==> src/rtl/shift_reg_credit_sink_if.sv <==
// Bundle between delay-line producer, credit sink and downstream consumer.
// The slave side is the sink; the master side is the surrounding datapath.
interface shift_reg_credit_sink_if #(
  parameter int WIDTH = 32,
  parameter int DEPTH = 8
);
  localparam int CW = $clog2(DEPTH + 1);

  logic             send;
  logic             credit;
  logic             in_valid;
  logic [WIDTH-1:0] in;
  logic             out_valid;
  logic             out_ready;
  logic [WIDTH-1:0] out;
  logic [CW-1:0]    count;
  logic             err;

  modport master (
    output send, in_valid, in, out_ready,
    input  credit, out_valid, out, count, err
  );

  modport slave (
    input  send, in_valid, in, out_ready,
    output credit, out_valid, out, count, err
  );
endinterface

==> src/rtl/shift_reg_credit_sink.sv <==
// Credit-gated catch FIFO at the tail of a fixed-latency delay line.
// Credits cover FIFO words plus words still travelling down the line.
module shift_reg_credit_sink #(
  parameter int WIDTH = 32,
  parameter int DELAY = 2,
  parameter int DEPTH = 8
) (
  input logic                    CLK,
  input logic                    RST_N,
  shift_reg_credit_sink_if.slave bus
);
  localparam int CW = $clog2(DEPTH + 1);
  localparam int PW = (DEPTH > 1) ? $clog2(DEPTH) : 1;
  localparam logic [PW-1:0] LAST = PW'(DEPTH - 1);
  localparam logic [CW-1:0] FULL = CW'(DEPTH);
  localparam logic [CW:0]   CAP  = (CW + 1)'(DEPTH);

  if (DELAY < 1 || DEPTH < 2) begin : g_bad_param
    $error("shift_reg_credit_sink: need DELAY>=1 and DEPTH>=2");
  end

  logic [CW-1:0]    occ, occ_n;
  logic [CW-1:0]    inflight, inflight_n;
  logic [PW-1:0]    wr_ptr, wr_ptr_n;
  logic [PW-1:0]    rd_ptr, rd_ptr_n;
  logic             err_q, err_n;
  logic [WIDTH-1:0] mem [DEPTH];

  logic [CW:0] used;
  logic        launch, arrive, rd, wr, drop;
  logic        bad_send, bad_arrive;

  assign used   = {1'b0, occ} + {1'b0, inflight};
  assign launch = bus.send & bus.credit;
  assign arrive = bus.in_valid & (inflight != '0);
  assign rd     = bus.out_valid & bus.out_ready;
  // Unreachable with correct credits; kept so a broken producer
  // cannot overwrite the head.
  assign drop   = arrive & (occ == FULL) & !rd;
  assign wr     = arrive & !drop;

  assign bad_send   = bus.send & !bus.credit;
  assign bad_arrive = bus.in_valid & (inflight == '0);

  assign bus.credit    = used < CAP;
  assign bus.out_valid = occ != '0;
  assign bus.out       = mem[rd_ptr];
  assign bus.count     = occ;
  assign bus.err       = err_q;

  always_comb begin
    inflight_n = inflight;
    occ_n      = occ;
    wr_ptr_n   = wr_ptr;
    rd_ptr_n   = rd_ptr;
    err_n      = err_q;

    unique case ({launch, arrive})
      2'b10:   inflight_n = inflight + CW'(1);
      2'b01:   inflight_n = inflight - CW'(1);
      default: inflight_n = inflight;
    endcase

    unique case ({wr, rd})
      2'b10:   occ_n = occ + CW'(1);
      2'b01:   occ_n = occ - CW'(1);
      default: occ_n = occ;
    endcase

    if (wr) begin
      wr_ptr_n = (wr_ptr == LAST) ? '0 : wr_ptr + PW'(1);
    end
    if (rd) begin
      rd_ptr_n = (rd_ptr == LAST) ? '0 : rd_ptr + PW'(1);
    end

    unique case (1'b1)
      bad_send:   err_n = 1'b1;
      bad_arrive: err_n = 1'b1;
      drop:       err_n = 1'b1;
      default:    err_n = err_q;
    endcase
  end

  always_ff @(posedge CLK) begin
    if (!RST_N) begin
      occ      <= '0;
      inflight <= '0;
      wr_ptr   <= '0;
      rd_ptr   <= '0;
      err_q    <= 1'b0;
    end else begin
      occ      <= occ_n;
      inflight <= inflight_n;
      wr_ptr   <= wr_ptr_n;
      rd_ptr   <= rd_ptr_n;
      err_q    <= err_n;
    end
  end

  always_ff @(posedge CLK) begin
    if (RST_N && wr) begin
      mem[wr_ptr] <= bus.in;
    end
  end
endmodule

==> src/flat_wrapper.sv <==
// flat-port wrapper written by rule: the top's interface ports become plain ports
module shift_reg_credit_sink_flat 
#(
  parameter int WIDTH = 32,
  parameter int DELAY = 2,
  parameter int DEPTH = 8
)
  (CLK, RST_N, bus_send, bus_in_valid, bus_in, bus_out_ready, bus_credit, bus_out_valid, bus_out, bus_count, bus_err);
  shift_reg_credit_sink_if #(.WIDTH(WIDTH), .DEPTH(DEPTH)) bus_i ();
  input logic CLK;
  input logic RST_N;
  input wire logic [$bits(bus_i.send)-1:0] bus_send;
  input wire logic [$bits(bus_i.in_valid)-1:0] bus_in_valid;
  input wire logic [$bits(bus_i.in)-1:0] bus_in;
  input wire logic [$bits(bus_i.out_ready)-1:0] bus_out_ready;
  output wire logic [$bits(bus_i.credit)-1:0] bus_credit;
  output wire logic [$bits(bus_i.out_valid)-1:0] bus_out_valid;
  output wire logic [$bits(bus_i.out)-1:0] bus_out;
  output wire logic [$bits(bus_i.count)-1:0] bus_count;
  output wire logic [$bits(bus_i.err)-1:0] bus_err;
  assign bus_i.send = bus_send;
  assign bus_i.in_valid = bus_in_valid;
  assign bus_i.in = bus_in;
  assign bus_i.out_ready = bus_out_ready;
  assign bus_credit = bus_i.credit;
  assign bus_out_valid = bus_i.out_valid;
  assign bus_out = bus_i.out;
  assign bus_count = bus_i.count;
  assign bus_err = bus_i.err;
  shift_reg_credit_sink #(.WIDTH(WIDTH), .DELAY(DELAY), .DEPTH(DEPTH)) u_core (.CLK(CLK), .RST_N(RST_N), .bus(bus_i));
endmodule
==> config.mk <==
export PLATFORM = sky130hd
export DESIGN_NAME = shift_reg_credit_sink_flat
export DESIGN_NICKNAME = d
export VERILOG_FILES = /design/src/rtl/shift_reg_credit_sink_if.sv /design/src/rtl/shift_reg_credit_sink.sv /design/src/flat_wrapper.sv
export SDC_FILE = /design/constraint.sdc
export NUM_CORES = 1
export LEC_CHECK = 0
export BUFFER_PORTS_ARGS = -buffer_cell sky130_fd_sc_hd__buf_2
export CAP_MARGIN = 20
export CORE_UTILIZATION = 48
export CTS_BUF_LIST = sky130_fd_sc_hd__clkbuf_4
export CTS_CLUSTER_DIAMETER = 120
export DETAILED_ROUTE_END_ITERATION = 8
export PLACE_DENSITY = 0.66
export SYNTH_ARGS = -nofsm -noshare
export SYNTH_HDL_FRONTEND = slang
export SYNTH_SLANG_ARGS = --single-unit
==> constraint.sdc <==
create_clock -name CLK -period 5.26 [get_ports CLK]
set_clock_uncertainty 0.05 [all_clocks]
set_input_delay 0.789 -clock CLK [delete_from_list [all_inputs] [get_ports CLK]]
set_output_delay 0.789 -clock CLK [all_outputs]
set_load 0.01 [all_outputs]
# --- Word level (Yosys, flattened, before mapping) ---
# Memory sizes are Yosys's and may differ from the RTL's. A register that Yosys moved wholly into a read port is not among the register bits.
# Index checks and enable logic that the tools add are counted.
classes:
  n_eq_ne: 7
  order_cmp: 1
  muxes: 8
  n_bitwise: 8
  add_sub_neg: 7
  n_reduce_logical: 10
ops:
  columns: ["operator", "n"]
  rows:
  - ["$pmux 4 s2", 2]
  - ["$mux 3", 4]
  - ["$add 4x1->4 const B", 2]
  - ["$and 1x1->1", 8]
  - ["$reduce_bool 4->1", 2]
  - ["$sub 4x1->4 const B", 2]
  - ["$add 3x1->3 const B", 2]
  - ["$eq 3x3->1 const B", 2]
  - ["$add 4x4->5", 1]
  - ["$lt 5x4->1 const B", 1]
  - ["$eq 2x1->1 const B", 2]
  - ["$eq 2x2->1 const B", 2]
  - ["$eq 4x4->1 const B", 1]
  - ["$logic_not 4->1", 1]
  - ["$reduce_bool 2->1", 2]
  - ["$logic_not 1->1", 3]
  - ["$reduce_or 3->1", 1]
  - ["$mux 1", 2]
  - ["$logic_and 1x1->1", 1]
word_totals:
  mem_count: 1
  regBits: 15
  inputBits: 37
  out_inout_bits: 39
  mem_bits_rw: 256
  wordCells: 47
memory_table:
  columns: ["memory", "depth", "word_bits", "rd", "rd_clocked_by_memory_dff", "wr", "line_no", "source"]
  rows:
  - ["u_core.mem", 8, 32, 1, 1, 1, "shift_reg_credit_sink.sv:27", "logic [WIDTH-1:0] mem [DEPTH];"]

# --- Longest topological paths before layout ---
# Gate-level depths: netlist of run 1.
depth:
  ltp_word: 9
  depth_mapped: 10
  ltp_nobuf: 10

# --- Worst setup path after synthesis of run 1 ---
# Ideal clock, no wire load.
synth_timing:
  path_type: "input to register"
  startpoint: "input bus_in_valid"
  endpoint: "memory u_core.mem[0][0] (enable)"
  t_arrival_ns: 3.637
  setup_slack_ns: 1.112
  required_ns: 4.749
  path_stages: 5
  n_path_buf: 1
  cell_sequence: "o41a_1 o41a_2 buf_4 nand3b_1 nor3_1"
synth_between:
  elab_chain_cells: 8
synth_rtl:
  columns: ["item", "line_no", "source"]
  rows:
  - ["start, declared", "flat_wrapper.sv:13", "input wire logic [$bits(bus_i.in_valid)-1:0] bus_in_valid;"]
  - ["$and 1x1->1 (*)", "shift_reg_credit_sink.sv:35", "assign arrive = bus.in_valid & (inflight != '0);"]
  - ["$and 1x1->1 (2 in a row)", "shift_reg_credit_sink.sv:39", "assign drop = arrive & (occ == FULL) & !rd;"]
  - ["$logic_not 1->1", "shift_reg_credit_sink.sv:40", "assign wr = arrive & !drop;"]
  - ["$and 1x1->1 (*)", "shift_reg_credit_sink.sv:40", null]
  - ["$logic_and 1x1->1 (*)", "shift_reg_credit_sink.sv:102", "if (RST_N && wr) begin"]
  - ["$mux 1 (*)", "shift_reg_credit_sink.sv:102", null]
  - ["$mux 1 (implied by the code) (*)", "shift_reg_credit_sink.sv:103", "mem[wr_ptr] <= bus.in;"]
  - ["end, declared", "shift_reg_credit_sink.sv:27", null]
# Every way passes the cells marked *; elsewhere a longest branch is shown, timed or not.

==> results of run 1 <==
[cell usage in the layout (no fill, tap or decap), types with 6 or more instances in the layout]
| cell | Yosys | routed |
|---|---|---|
| nor2_4 | 0 | 6 |
| clkbuf_4 | 0 | 106 |
| nand2b_1 | 7 | 7 |
| clkinv_1 | 0 | 7 |
| mux4_2 | 64 | 64 |
| mux2i_1 | 11 | 11 |
| nor2b_1 | 6 | 6 |
| mux2_2 | 32 | 32 |
| inv_1 | 6 | 6 |
| ha_1 | 12 | 12 |
| dfxtp_1 | 18 | 15 |
| edfxtp_1 | 256 | 256 |
| nand2_1 | 11 | 11 |
| buf_2 | 7 | 75 |
[where the power goes]
part	switching (uW)	internal (uW)
logic	531	683
clock network	780	963
registers	154	2500
[state kept, by name, indices dropped and copies added, names as in the netlist, named ones only]
register / count
u_core.inflight: 4
u_core.mem: 256
u_core.bus.count: 4
u_core.rd_ptr: 3
u_core.wr_ptr: 3
u_core.bus.err: 1
[per-layer routing]
layer	part of all wire	GRT usage	vias up	wire length (um)
met1	0.43	0.2225	2657	8153
met4	0.012	0.07000	0	225
met5	0	0	-	0
li1	-	-	2346	-
met3	0.042	0.04488	12	804
met2	0.52	0.2929	127	9846
[worst max-delay path by stage]
| stage | start | endpoint | slack, ns | cells past startpoint |
|---|---|---|---|---|
| after floorplan | bus_in_valid | u_core.mem[0][0] | 1.11 | 5 |
| after global placement | flip-flop | bus_out[12] | 1.88 | 4 |
| after detailed placement | flip-flop | bus_out[15] | 1.87 | 4 |
| after CTS | flip-flop | bus_out[15] | 1.16 | 4 |
| after global routing | flip-flop | bus_out[12] | 1.28 | 5 |
| final | flip-flop | bus_out[12] | 1.54 | 5 |
[layout make-up]
cell class              instances  area (um2)  area share
repair buffers                 87       575.6     0.04615
inverters                       6       22.52    0.001806
flip-flops and latches        274        8056      0.6460
clock inverters                13       76.32    0.006120
clock buffers                 106       795.8     0.06381
multi-input cells             187        2589      0.2076
diodes                          2       5.005   0.0004013
well taps                     280       350.3     0.02809
[logic make-up (layout without fill, tap and decap cells)]
logic type      Yosys count  count (layout)  share of synthesized area
buf+inv                  28             212                    0.01169
flops                   274             274                     0.7517
mux                     107             107                     0.1786
fa+ha+maj                14              14                    0.01776
simple gates             46              46                    0.02209
xor+xnor                  3               3                   0.002455
compound gates           17              17                    0.01578
other cells               0               2                          0
[metrics by stage]
step / setup slack (ns) / instance area, um2 / util
after detailed placement: 1.871 / 11470 / 0.5256
after CTS: 1.164 / 12340 / 0.5656
final: 1.542 / 12470 / 0.5714
after global routing: 1.284 / 12470 / 0.5713
after global placement: 1.879 / 11430 / 0.5238
after floorplan: 1.112 / 10710 / -
==> flow_summary.yaml, run 1 <==
layout:
  fin_cells: 955
  final_nets: 675
  fillers: 1655
  area_growth_syn_to_layout_pct: 16.48
  layout-drive-gt1-share: 0.4681
sta:
  hold_ws_ns: 0.3523
  fin_crit_ns: 3.718
  tightest_slew_ns: 0.9942
  timing.final.crit_share: 0.7069
  finalHoldViolCount: 0
  report.final.slew_viol_count: 0
  setup_tns_ns: 0
  setup_viol: 0
  grt_setup_unrepaired: "false"
  slew_headroom: 0.3372
  max_freq_mhz: 268.9
place:
  gp_congestion: 0.7029
  place_inst: 829
  post-dp-hpwl_um: 10710
  port_buffers: 75
min_path:
  holdPathEnd: "u_core.mem[6][4]"
  min_delay_path_depth: 1
  hold_path_class: "input port to flip-flop"
  hp-start: "bus_in[4]"
setup_path:
  cp-end-kind: "output port"
  path_max_fanout: 31
  rrSetupSlack_ns: 2.12
  worstPathArrival_ns: 2.88
  crit_chain: "buf_16 -> buf_4 -> mux4_2 -> mux2_2 -> buf_2"
  ff2ff_path_depth: 10
  slowest_stage: "dfxtp_4"
  critical_path.startpoint_type: "flip-flop"
  cp.required_ns: 4.42
  r2r-end: "u_core.inflight[3]"
  critPathTopFamily: "multiplexers"
  path_buf_inv: 3
  crit_type: "flip-flop to output port"
  crit_path_max_incr_delay_ns: 0.65
  reg2reg_from: "u_core.bus.count[1]"
floorplanning:
  io_pins: 76
  die_x_um: 151.4
  initial_core_util: 0.4906
  die_y_um: 151.4
  die-area_mm2: 0.02291
  rows: 54
  coreArea_mm2: 0.02182
global_route:
  grt_pass1_vias: 5525
  grt_overflow_total: 0
  grt_max_degree: 65
  track_usage: 0.1766
  antenna_found_initial: 2
  grt_pass1_wl_um: 29510
clock_network:
  cts_buffers: 68
  cts_hold_buf: 0
  cts_tree: "built"
  clk_path_buf_depth: 3
  numClockSinks: 274
  cts_resized: 0
  clock_latency_ns: 0.65
  cts_setup_buffers: 0
  cts_root_buf: "clkbuf_4"
  htree_num_levels: 3
  clk_pin_slew_ns: 0.07
logic_synthesis:
  syn_area_per_cell_um2: 21.89
  seq_area_frac_synth: 0.7517
  synth_cell_types: 39
  synth_edf_count: 256
  synthTopCellsByCount: "edfxtp_1 (256), mux4_2 (64), mux2_2 (32)"
  yosysTopAreaCell: "edfxtp_1"
  syn_area_mm2: 0.01071
  synthCells: 489
  synth_top_cell_area_share: 0.7180
  synthArstFlopShare: 0
  yosys_warnings: 0
  synth_nets: 540
  synth_area_leaders: "edfxtp_1 (72%), mux4_2 (13%), dfxtp_1 (3.4%)"
  synth_most_common_cell: "edfxtp_1"
  ys_seq_elements: 274
  synth_flop_cell: "edfxtp_1"
routing:
  postRouteAntennaNets: 0
  route.detailed.drc: 0
  finalWirelength_um: 19030
  wl_per_cell_um: 19.93
  drtIter0Drc: 301
  firstDrtPassIters: 4
  via_per_inst: 5.384
  vias: 5142
power:
  power_leakage_uw: 0.004189
  p_per_area_mw_per_mm2: 449.8
  ir_drop_v: 0.0003126
  p_total_uw: 5609
run_status:
  status: "completed"
job:
  maxCapViolations: 0
(Power assumes the default switching activity.)
==> inputs of run 2 (changes only) <==
- clock period: 5.26 -> 3.85 ns (I/O delays scaled with it)
==> flow_summary.yaml, run 2 (synthesis results as in run 1) <==
run_status:
  status: "completed"
min_path:
  hold_path_class: "input port to flip-flop"
routing:
  wl_per_cell_um: 20.38
  route.detailed.drc: 0
  postRouteAntennaNets: 0
  vias: 5198
  drtIter0Drc: 259
  finalWirelength_um: 19630
  firstDrtPassIters: 4
  via_per_inst: 5.398
clock_network:
  clk_path_buf_depth: 3
  cts_buffers: 69
  cts_resized: 0
  cts_tree: "built"
  clk_pin_slew_ns: 0.06
  cts_setup_buffers: 0
  cts_root_buf: "clkbuf_4"
  cts_hold_buf: 0
  numClockSinks: 274
  htree_num_levels: 3
  clock_latency_ns: 0.64
global_route:
  grt_pass1_wl_um: 30440
  track_usage: 0.1821
  grt_overflow_total: 0
  grt_pass1_vias: 5644
  grt_max_degree: 37
  antenna_found_initial: 2
layout:
  layout_common_cells: "edfxtp_1 (256), clkbuf_4 (102), buf_2 (75), mux4_2 (64), mux2_2 (32)"
  largest_reg_flops: 256
  top_register: "u_core.mem"
  fillers: 1662
  multi_input_area_mm2: 0.002601
  final_nets: 680
  regArea_mm2: 0.008054
  fin_cells: 963
  layout_commonest_cell: "edfxtp_1"
  area_growth_syn_to_layout_pct: 16.51
  final_util: 0.5716
  layout-drive-gt1-share: 0.4655
sta:
  timing.final.crit_share: 0.8512
  tightest_slew_ns: 1.044
  setup_tns_ns: 0
  grt_setup_unrepaired: "false"
  max_freq_mhz: 305.1
  fin_crit_ns: 3.277
  report.final.slew_viol_count: 0
  slew_headroom: 0.3037
  setup_viol: 0
  finalHoldViolCount: 0
setup_path:
  critical_path.startpoint_type: "flip-flop"
  cp-end-kind: "output port"
  cp.required_ns: 3.22
  path_max_fanout: 24
  worstPathArrival_ns: 2.65
  rrSetupSlack_ns: 0.77
  crit_type: "flip-flop to output port"
floorplanning:
  die_x_um: 151.4
  die-area_mm2: 0.02291
  rows: 54
  coreArea_mm2: 0.02182
  initial_core_util: 0.4906
  die_y_um: 151.4
  io_pins: 76
power:
  power_leakage_uw: 0.004184
  ir_drop_v: 0.0003288
  p_per_area_mw_per_mm2: 623.0
place:
  port_buffers: 75
  gp_congestion: 0.7340
  post-dp-hpwl_um: 11370
  place_inst: 838
job:
  maxCapViolations: 0
run 2: cell count changes in the layout (fill, tap and decap cells not counted):
cell	change
buf_4	+8
clkinv_1	+6
clkbuf_4	-4
buf_16	-3
inv_2	-2
nor3_2	-2
nor3_4	+2
buf_12	-1
bufinv_16	+1
clkinv_2	+1
clkinv_4	+1
clkinvlp_4	+1
dfxtp_2	+1
dfxtp_4	-1
run 2: layout make-up:
type	instances	area share
clock buffers	102	0.06138
repair buffers	91	0.04273
multi-input cells	187	0.2085
inverters	6	0.001805
well taps	280	0.02808
clock inverters	21	0.01143
diodes	2	0.0004012
flip-flops and latches	274	0.6456
run 2: path summary, 6_finish.rpt:
kind | start | to | cells past startpoint
setup / recovery | flip-flop | bus_out[19] | 4
hold / removal | bus_in[29] | u_core.mem[0][29] | 1
hold reg to reg | u_core.inflight[3] | u_core.inflight[3] | 2
setup reg to reg | u_core.bus.count[1] | u_core.inflight[3] | 10
run 2: layer usage:
metal  GRT usage  vias to the layer above  part of all wire
met2      0.2959                      128              0.51
met5           0                        -                 0
met1      0.2322                     2690              0.42
met4     0.08100                        0             0.015
met3     0.04548                       23             0.053
li1            -                     2357                 -
run 2: power breakdown:
part | total (uW) | switching (uW) | internal [uW]
logic | 1730 | 792 | 939
registers | 3580 | 170 | 3410
clock network | 2460 | 1100 | 1350
total | 7770 | 2070 | 5710
run 2: stage by stage:
step                setup WS, ns  hold slack, ns  power (uW)  area, um2
global route              0.3331         0.08710        8190      12470
CTS                       0.4112         0.06782        7896      12470
floorplan                 0.7655          0.4198        4865      10720
global placement          0.9101          0.4479        5357      11560
detailed placement        0.8364          0.4512        5403      11560
finish                    0.5727          0.1534        7772      12470
run 2: worst max-delay path: stages (launching register included):
cell	delay, ns
dfxtp_4	0.67
buf_4	0.35
mux4_2	0.54
mux2_2	0.29
buf_2	0.14
